<file path="config.mk">
export PLATFORM = sky130hd
export DESIGN_NAME = key_entry_loader
export DESIGN_NICKNAME = d
export VERILOG_FILES = /design/src/rtl/key_entry_loader.sv
export SDC_FILE = /design/constraint.sdc
export NUM_CORES = 1
export LEC_CHECK = 0
export CAP_MARGIN = 40
export CORE_MARGIN = 3
export CORE_UTILIZATION = 55
export DETAILED_ROUTE_END_ITERATION = 10
export GPL_TIMING_DRIVEN = 1
export PLACE_DENSITY = 0.77
export SETUP_SLACK_MARGIN = 0.05
export SKIP_CTS_REPAIR_TIMING = 1
export SLEW_MARGIN = 20
export SYNTH_ARGS = -nofsm -noshare
export SYNTH_HDL_FRONTEND = slang
export SYNTH_SLANG_ARGS = --single-unit
</file>
<file path="constraint.sdc">
create_clock -name clock -period 5.9 [get_ports clock]
set_input_delay 0.885 -clock clock [delete_from_list [all_inputs] [get_ports clock]]
set_output_delay 0.885 -clock clock [all_outputs]
set_load 0.05 [all_outputs]
</file>
<file path="src/rtl/key_entry_loader.sv">
// Pushbutton hex-entry front end: three debounced keys build a 32-bit word a nibble at a
// time and hand it to a register-file write port under a valid/ready handshake.
module key_entry_loader #(
    parameter int unsigned DEBOUNCE_CYCLES = 50000
) (
    input  logic        clock,
    input  logic        reset,
    input  logic [2:0]  key_n,
    input  logic [3:0]  sw_data,
    input  logic [4:0]  sw_reg,
    input  logic        wr_ready,
    output logic        wr_en,
    output logic [4:0]  wr_id,
    output logic [31:0] wr_data,
    output logic [31:0] entry_data,
    output logic [3:0]  nibble_count,
    output logic        busy
);

    localparam logic [19:0] W_LIMIT = 20'(DEBOUNCE_CYCLES);

    typedef enum logic [1:0] {
        S_IDLE,
        S_ENTRY,
        S_WRITE
    } state_t;

    logic [2:0]  r_meta;
    logic [2:0]  r_sync;
    logic [2:0]  w_press;

    state_t      r_state;
    logic        r_wr_en;
    logic [4:0]  r_wr_id;
    logic [31:0] r_wr_data;
    logic [31:0] r_entry;
    logic [3:0]  r_count;

    // Keys idle high, so the synchronizer resets to the released level.
    always_ff @(posedge clock) begin
        if (reset) begin
            r_meta <= '1;
            r_sync <= '1;
        end else begin
            r_meta <= key_n;
            r_sync <= r_meta;
        end
    end

    generate
        for (genvar gi = 0; gi < 3; gi++) begin : g_deb
            logic        r_level;
            logic [19:0] r_cnt;
            logic        r_press;

            // The level flips only after DEBOUNCE_CYCLES consecutive disagreeing samples.
            always_ff @(posedge clock) begin
                if (reset) begin
                    r_level <= 1'b1;
                    r_cnt   <= '0;
                    r_press <= 1'b0;
                end else begin
                    r_press <= 1'b0;
                    if (r_sync[gi] == r_level) begin
                        r_cnt <= '0;
                    end else if (r_cnt + 20'd1 >= W_LIMIT) begin
                        r_cnt   <= '0;
                        r_level <= ~r_level;
                        r_press <= r_level;
                    end else begin
                        r_cnt <= r_cnt + 20'd1;
                    end
                end
            end

            assign w_press[gi] = r_press;
        end
    endgenerate

    always_ff @(posedge clock) begin
        if (reset) begin
            r_state   <= S_IDLE;
            r_wr_en   <= 1'b0;
            r_wr_id   <= '0;
            r_wr_data <= '0;
            r_entry   <= '0;
            r_count   <= '0;
        end else begin
            case (r_state)
                S_WRITE: begin
                    // Key pulses are dropped here; the write fields stay frozen until accepted.
                    if (wr_ready) begin
                        r_wr_en <= 1'b0;
                        r_entry <= '0;
                        r_count <= '0;
                        r_state <= S_IDLE;
                    end
                end
                default: begin
                    if (w_press[2]) begin
                        r_entry <= '0;
                        r_count <= '0;
                        r_state <= S_IDLE;
                    end else if (w_press[1]) begin
                        if (r_state == S_ENTRY) begin
                            if (sw_reg != 5'd0) begin
                                r_wr_en   <= 1'b1;
                                r_wr_id   <= sw_reg;
                                r_wr_data <= r_entry;
                                r_state   <= S_WRITE;
                            end else begin
                                r_entry <= '0;
                                r_count <= '0;
                                r_state <= S_IDLE;
                            end
                        end
                    end else if (w_press[0]) begin
                        r_entry <= {r_entry[27:0], sw_data};
                        if (r_count != 4'd8) begin
                            r_count <= r_count + 4'd1;
                        end
                        r_state <= S_ENTRY;
                    end
                end
            endcase
        end
    end

    assign wr_en        = r_wr_en;
    assign wr_id        = r_wr_id;
    assign wr_data      = r_wr_data;
    assign entry_data   = r_entry;
    assign nibble_count = r_count;
    assign busy         = (r_state == S_WRITE);

endmodule

</file>
After elaboration in Yosys (flattened, before gate mapping)
Cells that the tools add are included.
{ "totals": {"output_inout_bits": 75, "input_bits": 15, "reg_bits": 148, "elab_cells": 93} }
{ "op_classes": {"n_bitwise": 11, "n_eq_ne": 10, "add_sub_neg": 4, "magnitude_cmp": 3, "muxes": 28, "reduce_logical": 20} }
{ "op_table": {"columns": ["cell", "count"], "rows": [
  ["$mux W32", 7],
  ["$add A20 B1 Y20 const B", 3],
  ["$ge A20 B16 Y1 const B", 3],
  ["$mux W4", 8],
  ["$reduce_or A3 Y1", 6],
  ["$reduce_and A5 Y1", 3],
  ["$mux W2", 7],
  ["$not A1 Y1", 11],
  ["$ne A4 B4 Y1 const B", 2],
  ["$reduce_bool A4 Y1", 2],
  ["$mux W1", 6],
  ["$reduce_and A2 Y1", 3],
  ["$reduce_bool A2 Y1", 3],
  ["$reduce_bool A5 Y1", 1],
  ["$add A4 B1 Y4 const B", 1],
  ["$ne A2 B2 Y1 const B", 2],
  ["$ne A4 B2 Y1 const B", 1],
  ["$reduce_and A4 Y1", 1],
  ["$eq A1 B1 Y1", 3],
  ["$reduce_and A3 Y1", 1],
  ["$eq A2 B1 Y1 const B", 1],
  ["$eq A2 B2 Y1 const B", 1]
]} }

Longest topological paths before layout
Gate-level depths: netlist of the first run.
{ "depth": {"ltp_word": 6, "depth_mapped": 11, "ltp_nobuf": 9} }

Worst setup path before layout of the first run
OpenSTA, ideal clock, no wires.
{ "synth_timing": {"path_type": "in2reg", "startpoint": "in sw_reg[1]", "endpoint": "reg r_entry[10] (netlist: entry_data[10])", "path_stages": 8, "setup_time_ns": 0.061, "path_slack_ns": 3.180, "t_required_ns": 5.839, "arrival_ns": 2.660, "path_buffers": 2, "cell_sequence": "or4_1 -> o211ai_1 -> and2_1 -> clkbuf_1 -> nand2_1 -> nor2_1 -> clkbuf_1 -> a22o_1"} }
{ "synth_via": {"elab_chain_cells": 3} }
{ "synth_lines": {"columns": ["item", "line_no", "rtl"], "rows": [
  ["start, declared", "10", "input logic [4:0] sw_reg,"],
  ["$reduce_bool A5 Y1", "106", "if (sw_reg != 5'd0) begin"],
  ["$ne A4 B4 Y1 (no line)", null, null],
  ["$reduce_and A4 Y1 (no line)", null, null],
  ["end signal, assigned", "118", "r_entry <= {r_entry[27:0], sw_data};"],
  ["end, declared", "36", "logic [31:0] r_entry;"]
]} }
Every way passes these cells.
A chain may end at the register's enable or synchronous reset.

Final worst setup path of the first run
{ "layout_timing": {"startpoint": "reg g_deb[0].r_cnt[0]", "endpoint": "reg g_deb[0].r_cnt[8]"} }
{ "layout_via": {"elab_chain_cells": 3} }
{ "layout_lines": {"columns": ["item", "line_no", "rtl"], "rows": [
  ["start, declared", "53", "logic [19:0] r_cnt;"],
  ["start signal, assigned", "71", "r_cnt <= r_cnt + 20'd1;"],
  ["$add A20 B1 Y20 *", "66, 71", null],
  ["$ge A20 B16 Y1", "66", "end else if (r_cnt + 20'd1 >= W_LIMIT) begin"],
  ["$reduce_or A3 Y1 (no line)", null, null]
]} }
Mark *: on every way between the ends. The rest lies on a longest branch, timed or not.

==> out/qor.csv, run 1 <==
stage;metric;value;unit
worst_setup_path;required;6260;ps
clocking;cts.htree.levels;4;
worst_setup_path;rrSetupSlack;2800;ps
worst_setup_path;critPathLaunchType;register;
sta;rsz0062_at_grt;no;
global_route;grt_max_degree;64;
synth;synth_top_family_by_area;simple AND/OR/NAND/NOR gates;
min_path;hp-start;r_meta[2];
placed_design;gp_congestion;0.897;
global_route;grt_pass1_wl;23800;um
synth;synthArstFlopShare;0;%
clocking;path_clk_slew;60;ps
floorplanning;die_area;12600;um2
synth;synth_top_area_share;47.7;%
worst_setup_path;crit_type;register to register;
sta;finalCriticalPeriod;3100;ps
synth;synth_edf_count;0;
worst_setup_path;slowest_delay;680;ps
sta;fin_hold_ws;409;ps
clocking;cts_buffers;17;
pwr;power_density;286;nW/um2
finish;nets;811;
route;vias;5225;
synth;synthFlopType;dfxtp_1;
synth;yosys_warnings;0;
synth;synth_mux_area_share;1.47;%
pwr;ir_worst_vdd;0.213;mV
worst_setup_path;crit_path_max_fanout;9;
sta;fin_crit_sh;52.5;%
synth;synth_top_area_cell;dfxtp_1;
global_route;first_global_vias;4944;
finish;drive_above_1_share;8.86;%
route;drt_pre_antenna_iters;4;
worst_setup_path;slowest_stage;or4_1;
finish;syn_to_final_growth;25.2;%
placed_design;dp_cells;909;
route;viasPerCell;5.55;
worst_setup_path;r2r-start;g_deb[0].r_cnt[0];
sta;maxSlewHeadroom;55.4;%
sta;setup_tns;0;ps
worst_setup_path;critPathCaptureType;register;
synth;synth.avg_cell_area;8.87;um2
floorplanning;core;10900;um2
synth;synthTopCellsByArea;dfxtp_1 (48%), nand2_1 (6.4%), xnor2_1 (4.4%);
finish;post-route-util;71.1;%
synth;yosysSeqAreaShare;47.7;%
global_route;grt-ovfl-total;0;
sta;fmax;323;MHz
floorplanning;io_pins;90;
clocking;clkSinkCount;148;
route;wl_per_cell;14.7;um
clocking;insertion_delay;420;ps
floorplanning;start_util;56.8;%
min_path;hold_class;register to register;
pwr;p_leak;2.59;nW
finish;diodes;0;
sta;hold_violations;0;
floorplanning;die_w;112;um
floorplanning;dieHeight;112;um
finish;final_cell_mix;dfxtp_1 (148), nand2_1 (106), clkdlybuf4s50_1 (88), nor2_1 (58), a21oi_1 (52);
synth;synthXorXnorAreaFrac;6.35;%
route;drtIter0Drc;378;
clocking;cts_tree;done;
worst_setup_path;cp_data_arrival_time;3460;ps
finish;stdcell_count;941;
global_route;antenna_found_initial;0;
status;status;completed;
placed_design;hpwl;9680;um
route;drc;0;
synth;synth_compound_area_share;13.3;%
run;maxCapViolCount;0;
route;wirelength;13800;um
sta;worst_slew_pin_slew;669;ps
finish;final_common_cell;dfxtp_1;
sta;finalSetupViolations;0;
route;drtAntennaViolNets;0;
clocking;root_buffer;clkbuf_16;
clocking;clockBufferDepth;2;
synth;ys_ff_latch;148;
sta;drv_slew;0;
pwr;p_total;0.00222;W
synth;synthAdderAreaFrac;1.61;%
min_path;holdPathStages;1;
worst_setup_path;crit_chain;ha_1 > nand3_1 > or4_4 > nor4_1 > a21oi_1 > o31a_1 > or4_1 > buf_8 > nor2_1;
worst_setup_path;worstReg2RegEnd;g_deb[0].r_cnt[8];
worst_setup_path;ff2ff_path_depth;9;
synth;ys_types;62;
synth;synthCells;700;
floorplanning;rows;38;
sta;clock_skew;13.4;ps
placed_design;io_buffers;89;
synth;syn_area;6210;um2
synth;yosys.area_share.simple;25.6;%
min_path;holdPathEnd;r_sync[2];
global_route;track_usage;23.1;%
==> report_power, final <==
group | switching [W] | internal (W)
Sequential | 0.0000135 | 0.00102
Clock | 0.000455 | 0.000601
Combinational | 0.0000870 | 0.0000475
==> logic make-up (layout without fill, tap and decap cells) <==
family / Yosys count / count (layout)
other: 1 / 12
xor gates and xnor gates: 45 / 45
DFF: 148 / 148
and+or+nand+nor: 314 / 314
buffers and inverters: 50 / 140
AOI/OAI and AO/OA: 125 / 125
muxes: 9 / 9
adders and majority gates: 8 / 8
==> critical path, delay by kind of cell, from the launching register on <==
family	cells	cell delay, ps
buf+inv	1	270
flops	1	430
fa+ha+maj	1	230
simple gates	5	1730
compound gates	2	380
==> synthesized netlist by cell type (all sizes together) (10+ instances only) <==
master / number
inv: 13
a21oi: 52
nand3: 30
xnor2: 31
or2: 12
nand2: 107
nand4: 10
a22o: 30
nor2: 70
and3: 12
o21ai: 12
xor2: 14
clkbuf: 30
nor3: 18
dfxtp: 148
==> per-layer routing <==
layer  global-route usage [%]  routed length, um  vias up
met1                     29.9               6270     2463
met3                     7.33                847       28
met4                     10.3                337        0
met5                        0                  0        -
li1                         -                  -     2595
met2                     35.6               6340      139
==> sequential cells by signal, indices dropped and copies added, names as in the netlist <==
signal         flops
g_deb.r_cnt       60
wr_en              1
g_deb.r_level      3
entry_data        32
nibble_count       4
r_state            2
wr_id              5
wr_data           32
r_meta             3
r_sync             3
g_deb.r_press      3
==> layout make-up <==
class                   instances  area (um2)
fillers                       832        3160
multi-input cells             513        3050
flip-flops and latches        148        2960
repair buffers                 95         953
clock buffers                  17         425
well taps                     140         175
clock inverters                15         160
inverters                      13        48.8
==> how the worst max path moves through the flow <==
stage	endpoint	slack (ps)	startpoint
floorplan	entry_data[10]	3180	sw_reg[1]
global placement	entry_data[30]	2220	sw_reg[1]
detailed placement	entry_data[27]	2450	sw_reg[1]
CTS	g_deb[0].r_cnt[8]	2810	g_deb[0].r_cnt[0]
global route	g_deb[0].r_cnt[8]	2570	g_deb[0].r_cnt[0]
finish	g_deb[0].r_cnt[8]	2800	g_deb[0].r_cnt[0]
==> through the flow <==
step | instance area [um2] | setup slack, ps
2_1_floorplan | 6250 | 3180
3_3_place_gp | 7140 | 2220
3_5_place_dp | 7190 | 2450
4_1_cts | 7770 | 2810
5_1_grt | 7770 | 2570
6_report | 7770 | 2800
Note: power is estimated with default switching activity, not from simulation.
==> run 2, diff against run 1 <==
--- a/config.mk
+++ b/config.mk
@@ -7,10 +7,10 @@
 export LEC_CHECK = 0
 export CAP_MARGIN = 40
 export CORE_MARGIN = 3
-export CORE_UTILIZATION = 55
+export CORE_UTILIZATION = 54
 export DETAILED_ROUTE_END_ITERATION = 10
 export GPL_TIMING_DRIVEN = 1
-export PLACE_DENSITY = 0.77
+export PLACE_DENSITY = 0.75
 export SETUP_SLACK_MARGIN = 0.05
 export SKIP_CTS_REPAIR_TIMING = 1
 export SLEW_MARGIN = 20
==> constraint.sdc (replaced) <==
create_clock -name clock -period 3 [get_ports clock]
set_input_delay 0.45 -clock clock [delete_from_list [all_inputs] [get_ports clock]]
set_output_delay 0.45 -clock clock [all_outputs]
set_load 0.05 [all_outputs]
==> out/qor.csv, run 2 (same netlist as run 1, synthesis figures left out) <==
stage;metric;value;unit
global_route;grt_pass1_wl;23600;um
sta;hold_violations;0;
floorplanning;io_pins;90;
route;drc;0;
route;drtAntennaViolNets;0;
pwr;p_leak;2.58;nW
sta;maxSlewHeadroom;57.5;%
worst_setup_path;slowest_stage;or4_4;
global_route;first_global_vias;5006;
route;viasPerCell;5.48;
worst_setup_path;r2r-start;g_deb[0].r_cnt[1];
finish;regMostFlops;g_deb.r_cnt;
route;wirelength;14000;um
worst_setup_path;crit_type;register to register;
floorplanning;die_area;12800;um2
status;status;completed;
sta;drv_slew;0;
finish;multi_input_area;3050;um2
placed_design;gp_congestion;0.795;
placed_design;io_buffers;89;
finish;final_cell_mix;dfxtp_1 (147), nand2_1 (106), clkdlybuf4s50_1 (88), nor2_1 (58), a21oi_1 (52);
worst_setup_path;required;3340;ps
finish;diodes;0;
worst_setup_path;worstReg2RegEnd;g_deb[0].r_cnt[6];
min_path;holdPathEnd;r_sync[1];
worst_setup_path;critPathLaunchType;register;
sta;worst_slew_pin_slew;637;ps
min_path;hold_class;register to register;
sta;rsz0062_at_grt;no;
clocking;root_buffer;clkbuf_16;
pwr;clkPwrFrac;45.2;%
sta;fin_crit_sh;89.6;%
worst_setup_path;critPathCaptureType;register;
clocking;cts_tree;done;
finish;largest_register_ff_count;60;
pwr;netSwitchingFraction;23.1;%
floorplanning;die_w;113;um
min_path;holdPathStages;1;
finish;syn_to_final_growth;24.9;%
finish;nets;815;
route;drtIter0Drc;389;
floorplanning;dieHeight;113;um
sta;setup_tns;0;ps
global_route;grt_max_degree;38;
pwr;p_int;0.00321;W
clocking;cts_buffers;17;
worst_setup_path;slowest_delay;470;ps
worst_setup_path;cp_data_arrival_time;3030;ps
clocking;cts.htree.levels;4;
floorplanning;rows;38;
sta;fmax;372;MHz
placed_design;hpwl;9690;um
finish;seq_area;2960;um2
finish;final_common_cell;dfxtp_1;
global_route;track_usage;22.7;%
clocking;insertion_delay;420;ps
clocking;clkSinkCount;148;
worst_setup_path;ff2ff_path_depth;9;
finish;drive_above_1_share;9.07;%
finish;n_fill_cell;883;
min_path;hp-start;r_meta[1];
route;vias;5175;
pwr;pwr-share-comb;6.2;%
worst_setup_path;rrSetupSlack;310;ps
route;wl_per_cell;14.8;um
global_route;antenna_found_initial;0;
floorplanning;start_util;56.3;%
clocking;path_clk_slew;60;ps
pwr;switchingPower;0.000965;W
sta;finalSetupViolations;0;
route;drt_pre_antenna_iters;5;
pwr;power_density;538;nW/um2
sta;clock_skew;7.07;ps
worst_setup_path;crit_path_max_fanout;15;
pwr;seq_power_share;48.6;%
pwr;ir_worst_vdd;0.437;mV
floorplanning;core;11000;um2
sta;finalCriticalPeriod;2690;ps
run;maxCapViolCount;0;
clocking;clockBufferDepth;2;
global_route;grt-ovfl-total;0;
sta;fin_hold_ws;410;ps
worst_setup_path;crit_chain;ha_1 > nand3_2 > or4_4 > nor4_1 > a21oi_1 > o31a_1 > or4_1 > buf_4 > nor2_1;
==> run 2: cell count changes in the layout (fill, tap and decap cells not counted), sizes merged <==
cell,change
bufinv,-1
clkbuf,+7
inv,-11
clkinv,+5
buf,+4
==> run 2: worst max-delay path, delay by kind of cell, from the launching register on <==
kind / cells / cell delay [ps]
flops: 1 / 390
compound gates: 2 / 370
fa+ha+maj: 1 / 240
simple gates: 5 / 1360
buf+inv: 1 / 240
==> run 2: worst max-delay path by stage <==
stage,startpoint,end,slack (ps),cells past startpoint
finish,g_deb[0].r_cnt[1],g_deb[0].r_cnt[6],310,9
global route,g_deb[0].r_cnt[1],g_deb[0].r_cnt[5],70,9
CTS,g_deb[0].r_cnt[0],g_deb[0].r_cnt[6],190,9
detailed placement,sw_reg[1],entry_data[8],210,8
global placement,sw_reg[1],entry_data[28],340,8
floorplan,g_deb[0].r_cnt[0],g_deb[0].r_cnt[11],430,10
==> run 2: power groups by stage <==
stage,logic [W],registers (W),clock network [W]
2_1_floorplan,0.000135,0.00210,0
3_3_place_gp,0.000253,0.00207,0
3_5_place_dp,0.000257,0.00207,0
4_1_cts,0.000260,0.00203,0.00192
5_1_grt,0.000283,0.00203,0.00202
6_report,0.000258,0.00203,0.00189
==> run 2: cell type report <==
class	count	share of cell area (%)
tap	140	2.26
clock inverter	8	0.678
clock buffer	24	6.22
sequential	148	38.2
multi-input combinational	513	39.4
timing repair buffer	99	12.6
inverter	13	0.630
==> run 2: stage by stage <==
step | cell area (um2) | setup slack, ps | power [W] | std cells | util [%]
after floorplan | 6250 | 430 | 0.00224 | 711 | -
after global placement | 7210 | 341 | 0.00232 | 913 | 65.3
after detailed placement | 7210 | 211 | 0.00233 | 913 | 65.3
after CTS | 7740 | 185 | 0.00421 | 945 | 70.2
after global routing | 7750 | 68.8 | 0.00433 | 945 | 70.3
final | 7750 | 312 | 0.00417 | 945 | 70.3
==> run 2: routing by layer <==
| layer | routed length, um | share of wire (%) | vias to the layer above | track usage [%] |
|---|---|---|---|---|
| met5 | 0 | 0 | - | 0 |
| met4 | 280 | 2.0 | 0 | 8.41 |
| met3 | 938 | 6.7 | 22 | 9.09 |
| met2 | 6510 | 47 | 120 | 35.5 |
| met1 | 6240 | 45 | 2430 | 28.2 |
| li1 | - | - | 2603 | - |
==> run 3, diff against run 2 <==
--- a/config.mk
+++ b/config.mk
@@ -13,7 +13,7 @@
 export PLACE_DENSITY = 0.75
 export SETUP_SLACK_MARGIN = 0.05
 export SKIP_CTS_REPAIR_TIMING = 1
-export SLEW_MARGIN = 20
+export SLEW_MARGIN = 10
 export SYNTH_ARGS = -nofsm -noshare
 export SYNTH_HDL_FRONTEND = slang
 export SYNTH_SLANG_ARGS = --single-unit
==> results of run 3 <==
Same layout as run 2: the final DEF is identical, and so are final timing and power.
